`src/rtl/prng_word_gen_if.sv`:
```
// prng_word_gen_if
// Handshake/control bundle between a word consumer and prng_word_gen.
//   start, seed_ld, seed : run control and LFSR seeding (consumer -> generator)
//   r_ready              : consumer accepts r (consumer -> generator)
//   r, r_valid           : random word and its valid flag (generator -> consumer)
//   busy, done, word_cnt : run status (generator -> consumer)
// The master modport is the consumer side, the slave modport is the generator.
interface prng_word_gen_if #(
    parameter int W  = 32,
    parameter int RW = 100,
    parameter int CW = 7
);
    logic          start;
    logic          seed_ld;
    logic [W-1:0]  seed;
    logic          r_ready;
    logic [RW-1:0] r;
    logic          r_valid;
    logic          busy;
    logic          done;
    logic [CW-1:0] word_cnt;

    modport master (
        output start, seed_ld, seed, r_ready,
        input  r, r_valid, busy, done, word_cnt
    );

    modport slave (
        input  start, seed_ld, seed, r_ready,
        output r, r_valid, busy, done, word_cnt
    );
endinterface

```
`src/rtl/prng_word_gen.sv`:
```
// prng_word_gen
// Pseudo-random word source: a 32-bit right-shift Galois LFSR
// (x^32+x^22+x^2+x+1) steps once per FILL cycle; four successive states are
// packed into a 100-bit word and offered over valid/ready. Each start runs
// exactly NWORDS words, then pulses done.
// Ports:
//   clk  : clock
//   rst  : asynchronous active-high reset
//   bus  : prng_word_gen_if slave (start/seed_ld/seed/r_ready in,
//          r/r_valid/busy/done/word_cnt out, all outputs registered)
module prng_word_gen #(
    parameter int          W      = 32,
    parameter int          RW     = 100,
    parameter int          CH     = 4,
    parameter int          NWORDS = 100,
    parameter int          CW     = 7,
    parameter logic [31:0] SEED   = 32'hACE1_2468
) (
    input  logic            clk,
    input  logic            rst,
    prng_word_gen_if.slave  bus
);
    localparam int          FW     = $clog2(CH);
    // Only the chunks that survive truncation to RW bits need storage: the
    // newest LFSR state is supplied combinationally, the older ones live here.
    localparam int          ASM_W  = RW - W;
    localparam logic [W-1:0] POLY  = 32'h8020_0003;

    typedef enum logic [1:0] {
        ST_IDLE  = 2'd0,
        ST_FILL  = 2'd1,
        ST_VALID = 2'd2,
        ST_DONE  = 2'd3
    } state_t;

    state_t          state_r;
    state_t          state_nxt_s;
    logic [W-1:0]    lfsr_r;
    logic [W-1:0]    lfsr_step_s;
    logic [ASM_W-1:0] asm_r;
    logic [RW-1:0]   asm_next_s;
    logic [FW-1:0]   fill_cnt_r;
    logic [CW-1:0]   word_cnt_r;
    logic [RW-1:0]   r_r;
    logic            r_valid_r;
    logic            busy_r;
    logic            done_r;

    function automatic logic [W-1:0] lfsr_step(input logic [W-1:0] cur);
        logic [W-1:0] nxt;
        if (cur[0]) begin
            nxt = (cur >> 1) ^ POLY;
        end else begin
            nxt = cur >> 1;
        end
        return nxt;
    endfunction

    // Next LFSR state and the word it would complete.
    always_comb begin
        lfsr_step_s = lfsr_step(lfsr_r);
        asm_next_s  = {asm_r, lfsr_step_s};
    end

    // Run sequencing: IDLE -> FILL x CH -> VALID -> ... -> DONE -> IDLE.
    always_comb begin
        state_nxt_s = state_r;
        case (state_r)
            ST_IDLE: begin
                if (bus.start) begin
                    state_nxt_s = ST_FILL;
                end else begin
                    state_nxt_s = ST_IDLE;
                end
            end
            ST_FILL: begin
                if (fill_cnt_r == FW'(CH - 1)) begin
                    state_nxt_s = ST_VALID;
                end else begin
                    state_nxt_s = ST_FILL;
                end
            end
            ST_VALID: begin
                if (bus.r_ready) begin
                    if (word_cnt_r == CW'(NWORDS - 1)) begin
                        state_nxt_s = ST_DONE;
                    end else begin
                        state_nxt_s = ST_FILL;
                    end
                end else begin
                    state_nxt_s = ST_VALID;
                end
            end
            ST_DONE: begin
                state_nxt_s = ST_IDLE;
            end
            default: begin
                state_nxt_s = ST_IDLE;
            end
        endcase
    end

    // State register, datapath and registered status outputs.
    always_ff @(posedge clk or posedge rst) begin
        if (rst) begin
            state_r    <= ST_IDLE;
            lfsr_r     <= SEED;
            asm_r      <= {ASM_W{1'b0}};
            fill_cnt_r <= {FW{1'b0}};
            word_cnt_r <= {CW{1'b0}};
            r_r        <= {RW{1'b0}};
            r_valid_r  <= 1'b0;
            busy_r     <= 1'b0;
            done_r     <= 1'b0;
        end else begin
            state_r   <= state_nxt_s;
            busy_r    <= (state_nxt_s != ST_IDLE);
            done_r    <= (state_nxt_s == ST_DONE);
            r_valid_r <= (state_nxt_s == ST_VALID);
            case (state_r)
                ST_IDLE: begin
                    // A zero seed would lock the LFSR, so substitute SEED.
                    if (bus.seed_ld) begin
                        lfsr_r <= (bus.seed == {W{1'b0}}) ? SEED : bus.seed;
                    end
                    if (bus.start) begin
                        word_cnt_r <= {CW{1'b0}};
                        fill_cnt_r <= {FW{1'b0}};
                    end
                end
                ST_FILL: begin
                    lfsr_r     <= lfsr_step_s;
                    asm_r      <= asm_next_s[ASM_W-1:0];
                    fill_cnt_r <= fill_cnt_r + FW'(1);
                    if (fill_cnt_r == FW'(CH - 1)) begin
                        r_r <= asm_next_s;
                    end
                end
                ST_VALID: begin
                    if (bus.r_ready) begin
                        word_cnt_r <= word_cnt_r + CW'(1);
                        fill_cnt_r <= {FW{1'b0}};
                    end
                end
                ST_DONE: begin
                    fill_cnt_r <= {FW{1'b0}};
                end
                default: begin
                    fill_cnt_r <= {FW{1'b0}};
                end
            endcase
        end
    end

    assign bus.r        = r_r;
    assign bus.r_valid  = r_valid_r;
    assign bus.busy     = busy_r;
    assign bus.done     = done_r;
    assign bus.word_cnt = word_cnt_r;

endmodule

```
`src/flat_wrapper.sv`:
```
// flat-port wrapper written by rule: the top's interface ports become plain ports
module prng_word_gen_flat 
#(
    parameter int          W      = 32,
    parameter int          RW     = 100,
    parameter int          CH     = 4,
    parameter int          NWORDS = 100,
    parameter int          CW     = 7,
    parameter logic [31:0] SEED   = 32'hACE1_2468
)
  (clk, rst, bus_start, bus_seed_ld, bus_seed, bus_r_ready, bus_r, bus_r_valid, bus_busy, bus_done, bus_word_cnt);
  prng_word_gen_if #(.W(W), .RW(RW), .CW(CW)) bus_i ();
  input  logic clk;
  input  logic rst;
  input wire logic [$bits(bus_i.start)-1:0] bus_start;
  input wire logic [$bits(bus_i.seed_ld)-1:0] bus_seed_ld;
  input wire logic [$bits(bus_i.seed)-1:0] bus_seed;
  input wire logic [$bits(bus_i.r_ready)-1:0] bus_r_ready;
  output wire logic [$bits(bus_i.r)-1:0] bus_r;
  output wire logic [$bits(bus_i.r_valid)-1:0] bus_r_valid;
  output wire logic [$bits(bus_i.busy)-1:0] bus_busy;
  output wire logic [$bits(bus_i.done)-1:0] bus_done;
  output wire logic [$bits(bus_i.word_cnt)-1:0] bus_word_cnt;
  assign bus_i.start = bus_start;
  assign bus_i.seed_ld = bus_seed_ld;
  assign bus_i.seed = bus_seed;
  assign bus_i.r_ready = bus_r_ready;
  assign bus_r = bus_i.r;
  assign bus_r_valid = bus_i.r_valid;
  assign bus_busy = bus_i.busy;
  assign bus_done = bus_i.done;
  assign bus_word_cnt = bus_i.word_cnt;
  prng_word_gen #(.W(W), .RW(RW), .CH(CH), .NWORDS(NWORDS), .CW(CW), .SEED(SEED)) u_core (.clk(clk), .rst(rst), .bus(bus_i));
endmodule
```
`config.mk`:
```
export PLATFORM = sky130hd
export DESIGN_NAME = prng_word_gen_flat
export DESIGN_NICKNAME = d
export VERILOG_FILES = /design/src/rtl/prng_word_gen_if.sv /design/src/rtl/prng_word_gen.sv /design/src/flat_wrapper.sv
export SDC_FILE = /design/constraint.sdc
export NUM_CORES = 1
export LEC_CHECK = 0
export CORE_MARGIN = 5
export CORE_UTILIZATION = 53
export DETAILED_ROUTE_END_ITERATION = 7
export GPL_ROUTABILITY_DRIVEN = 1
export HOLD_SLACK_MARGIN = 0.12
export PLACE_DENSITY = 0.8
export SLEW_MARGIN = 15
export SYNTH_ARGS = -nofsm -noshare
export SYNTH_HDL_FRONTEND = slang
export SYNTH_SLANG_ARGS = --single-unit
```
`constraint.sdc`:
```
create_clock -name clk -period 9.1 [get_ports clk]
set_input_delay 1.82 -clock clk [delete_from_list [all_inputs] [get_ports clk]]
set_output_delay 1.82 -clock clk [all_outputs]
set_load 0.01 [all_outputs]
```
Word level (Yosys, flattened, before mapping) --
Cells that the tools add are included.
Storage, ports and cells: memory bits (writable) 0, output and inout bits 110, memories 0, logic and storage cells 46, ROM bits 0, bits of input ports 37, latch bits 0, bits in registers 214
Operators by class: divide/modulo/power cells 0, bitwise gates (word level) 1, shift-type cells 0, reduce and logical (&&, ||, !) cells 9, multiplexer cells 15, multipliers 0, equality and inequality tests 10, $lt $le $gt $ge 0, add/subtract/negate cells 2
Operators by type and width (count):
- $mux W32 | 3
- $pmux W32 S2 | 1
- $logic_not A32 Y1 | 1
- $pmux W2 S4 | 2
- $mux W7 | 2
- $pmux W7 S2 | 1
- $eq A2 B2 Y1 const B | 5
- $mux W2 | 5
- $add A7 B1 Y7 const B | 1
- $eq A7 B7 Y1 const B | 1
- $ne A2 B2 Y1 const B | 3
- $reduce_and A2 Y1 | 3
- $reduce_bool A2 Y1 | 3
- $not A3 Y4 | 1
- $reduce_and A3 Y1 | 1
- $add A2 B1 Y2 const B | 1
- $eq A2 B1 Y1 const B | 1
- $logic_not A2 Y1 | 1
- $mux W1 | 1

Logic depth before layout (Yosys ltp) --
depth after elaboration 5, depth in mapped cells 7, mapped depth without buffers 5

Least setup slack after synthesis --
OpenSTA, ideal clock, no wires.
path kind input -> register, start input port bus_seed[9], end register u_core.lfsr_r[10], setup time 0.064 ns, stages on the path 5, data required time 9.036 ns, path buffers 1, setup slack 6.378 ns, data arrival time 2.657 ns, path through nor4_1 and4_1 nand3_1 clkbuf_1 nand3_1
On the way: cells in the longest elaborated chain, start to end 4
Ends and longest elaborated chain:
- start, declared | RTL line flat_wrapper.sv:17 | input wire logic [$bits(bus_i.seed)-1:0] bus_seed;
- $logic_not A32 Y1 | RTL line prng_word_gen.sv:124 | lfsr_r <= (bus.seed == {W{1'b0}}) ? SEED : bus.seed;
- $mux W32 | RTL line prng_word_gen.sv:124
- $mux W32 | RTL line prng_word_gen.sv:123 | if (bus.seed_ld) begin
- $pmux W32 S2 | RTL line prng_word_gen.sv:120 | case (state_r)
- end signal, assigned | RTL line prng_word_gen.sv:124
- end signal, assigned | RTL line prng_word_gen.sv:132 | lfsr_r <= lfsr_step_s;
- end, declared | RTL line prng_word_gen.sv:38 | logic [W-1:0] lfsr_r;
Every way passes these cells. The select of a mux whose other input is x is not followed. A chain may end at the register's enable or synchronous reset.

Worst setup path after layout --
start input port bus_seed_ld, end register u_core.lfsr_r[27]
On the way: cells in the longest elaborated chain, start to end 2
Ends and longest elaborated chain:
- start, declared | RTL line flat_wrapper.sv:16 | input wire logic [$bits(bus_i.seed_ld)-1:0] bus_seed_ld;
- $ne A2 B2 Y1 (no line)
- $reduce_and A2 Y1 (no line)
Every way passes these cells.

==> results by group <==
Timing
  – Worst hold margin: 474 ps
  – Fin. Hold Viols: 0
  – Maximum clock skew at final layout: 10.9 ps
  – Period utilisation layout: 0.427
  – # setup viols final: 0
  – Final critical delay including setup and external delays: 3890 ps
  – Worst slew margin relative to its limit: 0.272
  – Final-report max-slew violation count: 0
  – Worst slew pin tran: 1090 ps
  – RSZ-0062 raised after global routing: false
  – Highest clock frequency the design can meet: 0.257 GHz
  – Final TNS setup: 0 ps

Place
  – Port Buffer Count: 146
  – Instance area after placement: 10200 µm²
  – GP Congestion: 0.850
  – HPWL after detailed placement: 13.5 mm

GRT
  – Wire length of the first global-routing pass: 33.7 mm
  – Number of antenna violations at the first check in global routing: 0
  – Global route total overflow: 0
  – Global-route total usage across every layer: 0.212
  – Via count of the first global-routing pass: 6147
  – Largest net degree at the start of global routing: 144

Yosys
  – Number of storage elements in the synthesis netlist: 214
  – Most frequent cell after synthesis: nand2_1
  – Yosys synthesis warning count: 0
  – Post-synth cell types: 40
  – Leading cell types by count after synthesis: nand2_1, dfrtp_1, mux2_4
  – Cell count after synthesis: 734
  – Top area cells in the synthesized netlist: dfrtp_1, nand2_1, mux2_4
  – Post-synthesis area per instance: 11.8 µm²
  – Area of the mapped netlist: 8700 µm²
  – Number of nets in the synthesized netlist: 773
  – Primary flip-flop cell chosen by synthesis mapping: dfrtp_1
  – Post-synth EDFFs: 0
  – Synth area leader: dfrtp_1
  – Fraction of post-synthesis cell area in the top cell type by area: 0.578
  – Share of synthesized flip-flops with an asynchronous set or reset: 1.00
  – Part of the Yosys area used for sequential elements: 0.618

Run status
  – Status: finished, final reports clean

Critical path
  – Worst Path Required: 9520 ps
  – Max Fanout on Critical Path: 20
  – Cell chain of the critical path: clkdlybuf4s50_1, nand2b_1, nor2_2, nand3_1, nand2_1
  – Gate family responsible for the most delay along the worst path: simple AND/OR/NAND/NOR gates
  – Crit path buffers/inverters: 1
  – Type of the worst setup path: primary input to flip-flop
  – Critical Path End Type: flip-flop
  – Crit-path slowest cell: clkdlybuf4s50_1
  – Worst Setup Start Kind: primary input
  – Largest stage delay on the critical path: 1040 ps
  – Worst path arrival time: 4300 ps

Detailed routing
  – Number of remaining DRC errors: 0
  – Total via count in the routed design: 6036
  – Final WL: 20.3 mm
  – Number of nets with antenna violations after detailed routing: 0
  – Highest Signal Layer: met4
  – Number of DRC markers after the initial detailed-route iteration: 628
  – Via density per instance: 5.52
  – Average wire per standard cell: 18.5 µm
  – Number of optimization iterations in the first detailed-route pass: 6
  – Metal-1 WL: 9.08 mm
  – Met2 Routed Length: 9.53 mm
  – Met3 routed wirelength: 1.29 mm

Final layout
  – Area grow syn2layout: 25.4%
  – Area of all placed cells without fillers: 10900 µm²
  – Layout Nets: 903
  – Seq. cell area: 5370 µm²
  – Multi-input gate area in the final layout: 3090 µm²
  – Count of antenna diodes in the layout: 0
  – Filler cells: 1206
  – Share of cells above drive strength 1: 0.171

Clock tree
  – Post-cts resize count: 0
  – Count of hold buffers inserted by post-cts repair: 0
  – Inserted Clock Buffers: 21
  – CTS clk-pin slew, worst paths: 60 ps
  – Clock latency at the later pin of the worst-skew pair: 490 ps
  – Total number of clock tree sinks: 214
  – Htree depth: 1
  – Setup bufs post-CTS: 0
  – CTS root buffer: clkbuf_16
  – CTS tree: built
  – Maximum clock path buffer count: 3

Floorplanning
  – Site Rows: 46
  – Initial Utilization: 0.543
  – Die Height: 138 µm
  – Area of the core: 16000 µm²
  – Number of top-level pins: 147
  – Die span in x: 138 µm
  – Die area: 19100 µm²

Min path
  – Worst min-delay path class: flip-flop to flip-flop

Pwr
  – Power density cells: 374 nW/µm²
  – Worst VDD drop: 0.000198 V
  – Leakage power figure: 0.00524 µW

Job
  – Number of max-cap violations: 0
## per-stage QoR
stage	worst slack (ps)	utilization	std cells	total power, µW
finish	5210	0.681	1094	4080
global route	5020	0.681	1094	4330
CTS	5360	0.681	1094	4100
detailed placement	4860	0.640	1057	3270
global placement	4940	0.640	1057	3210
floorplan	1450	-	734	2580
## report_power, final
part	switching (µW)	internal, µW	total (µW)
registers	350	1390	1740
logic	706	819	1520
clock network	347	468	815
## registers in the layout (all words and copies together) (netlist names)
name and count:
u_core.bus.word_cnt 7, u_core.bus.r_valid 1, u_core.bus.r 100, u_core.fill_cnt_r 2, u_core.asm_r 68, u_core.bus.done 1, u_core.lfsr_r 32, u_core.state_r 2
u_core.bus.busy 1
## logic make-up (layout without fill, tap and decap cells)
| kind of cell | after synthesis | count (layout) | synth area share |
|---|---|---|---|
| xor+xnor | 5 | 5 | 0.00504 |
| compound gates | 78 | 78 | 0.0558 |
| fa+ha+maj | 2 | 2 | 0.00288 |
| flops | 214 | 214 | 0.618 |
| buf+inv | 50 | 194 | 0.0299 |
| simple gates | 287 | 287 | 0.139 |
| mux | 98 | 98 | 0.149 |
## worst paths after layout
| check | start | slack, ps | cells past startpoint | end |
|---|---|---|---|---|
| min in group asynchronous | rst | 1950 | 2 | u_core.fill_cnt_r[0] |
| worst min register to register | u_core.asm_r[60] | 470 | 2 | u_core.asm_r[60] |
| worst min-delay path | u_core.asm_r[60] | 470 | 2 | u_core.asm_r[60] |
| max in group asynchronous | rst | 5730 | 3 | u_core.bus.r[4] |
| worst max-delay path | bus_seed_ld | 5210 | 5 | u_core.lfsr_r[27] |
| worst max register to register | u_core.state_r[1] | 6260 | 4 | u_core.bus.r[73] |
## tightest hold or removal path, cell delays in order (launching register included)
cell     delay, ps
dfrtp_1        340
nand2_1         50
nand2_1         50
## final cells by class
| type | count | share of cell area |
|---|---|---|
| Multi-Input combinational cell | 470 | 0.283 |
| Inverter | 7 | 0.00310 |
| Timing Repair Buffer | 150 | 0.137 |
| Clock buffer | 32 | 0.0566 |
| Sequential cell | 214 | 0.493 |
| Clock inverter | 5 | 0.00287 |
| Tap cell | 216 | 0.0248 |
## cell usage in the layout (no fill, tap or decap), types with 7 or more instances in the layout
master / synthesis / routed
a21oi_1: 7 / 7
a22oi_1: 7 / 7
a31oi_1: 18 / 18
and2_1: 19 / 19
clkbuf_16: 0 / 21
clkdlybuf4s50_1: 0 / 146
dfrtp_1: 201 / 201
dfstp_2: 13 / 13
mux2_2: 44 / 44
mux2_4: 52 / 52
nand2_1: 228 / 227
nand3_1: 8 / 8
nor2_1: 7 / 7
nor4_1: 8 / 8
o21ai_0: 28 / 28
## layer usage
metal  up-vias  track usage
met1      3006        0.305
met2       245        0.337
met3        36       0.0372
met5         -            0
li1       2749            -
met4         0       0.0536
Note: power is estimated with default switching activity, not from simulation.
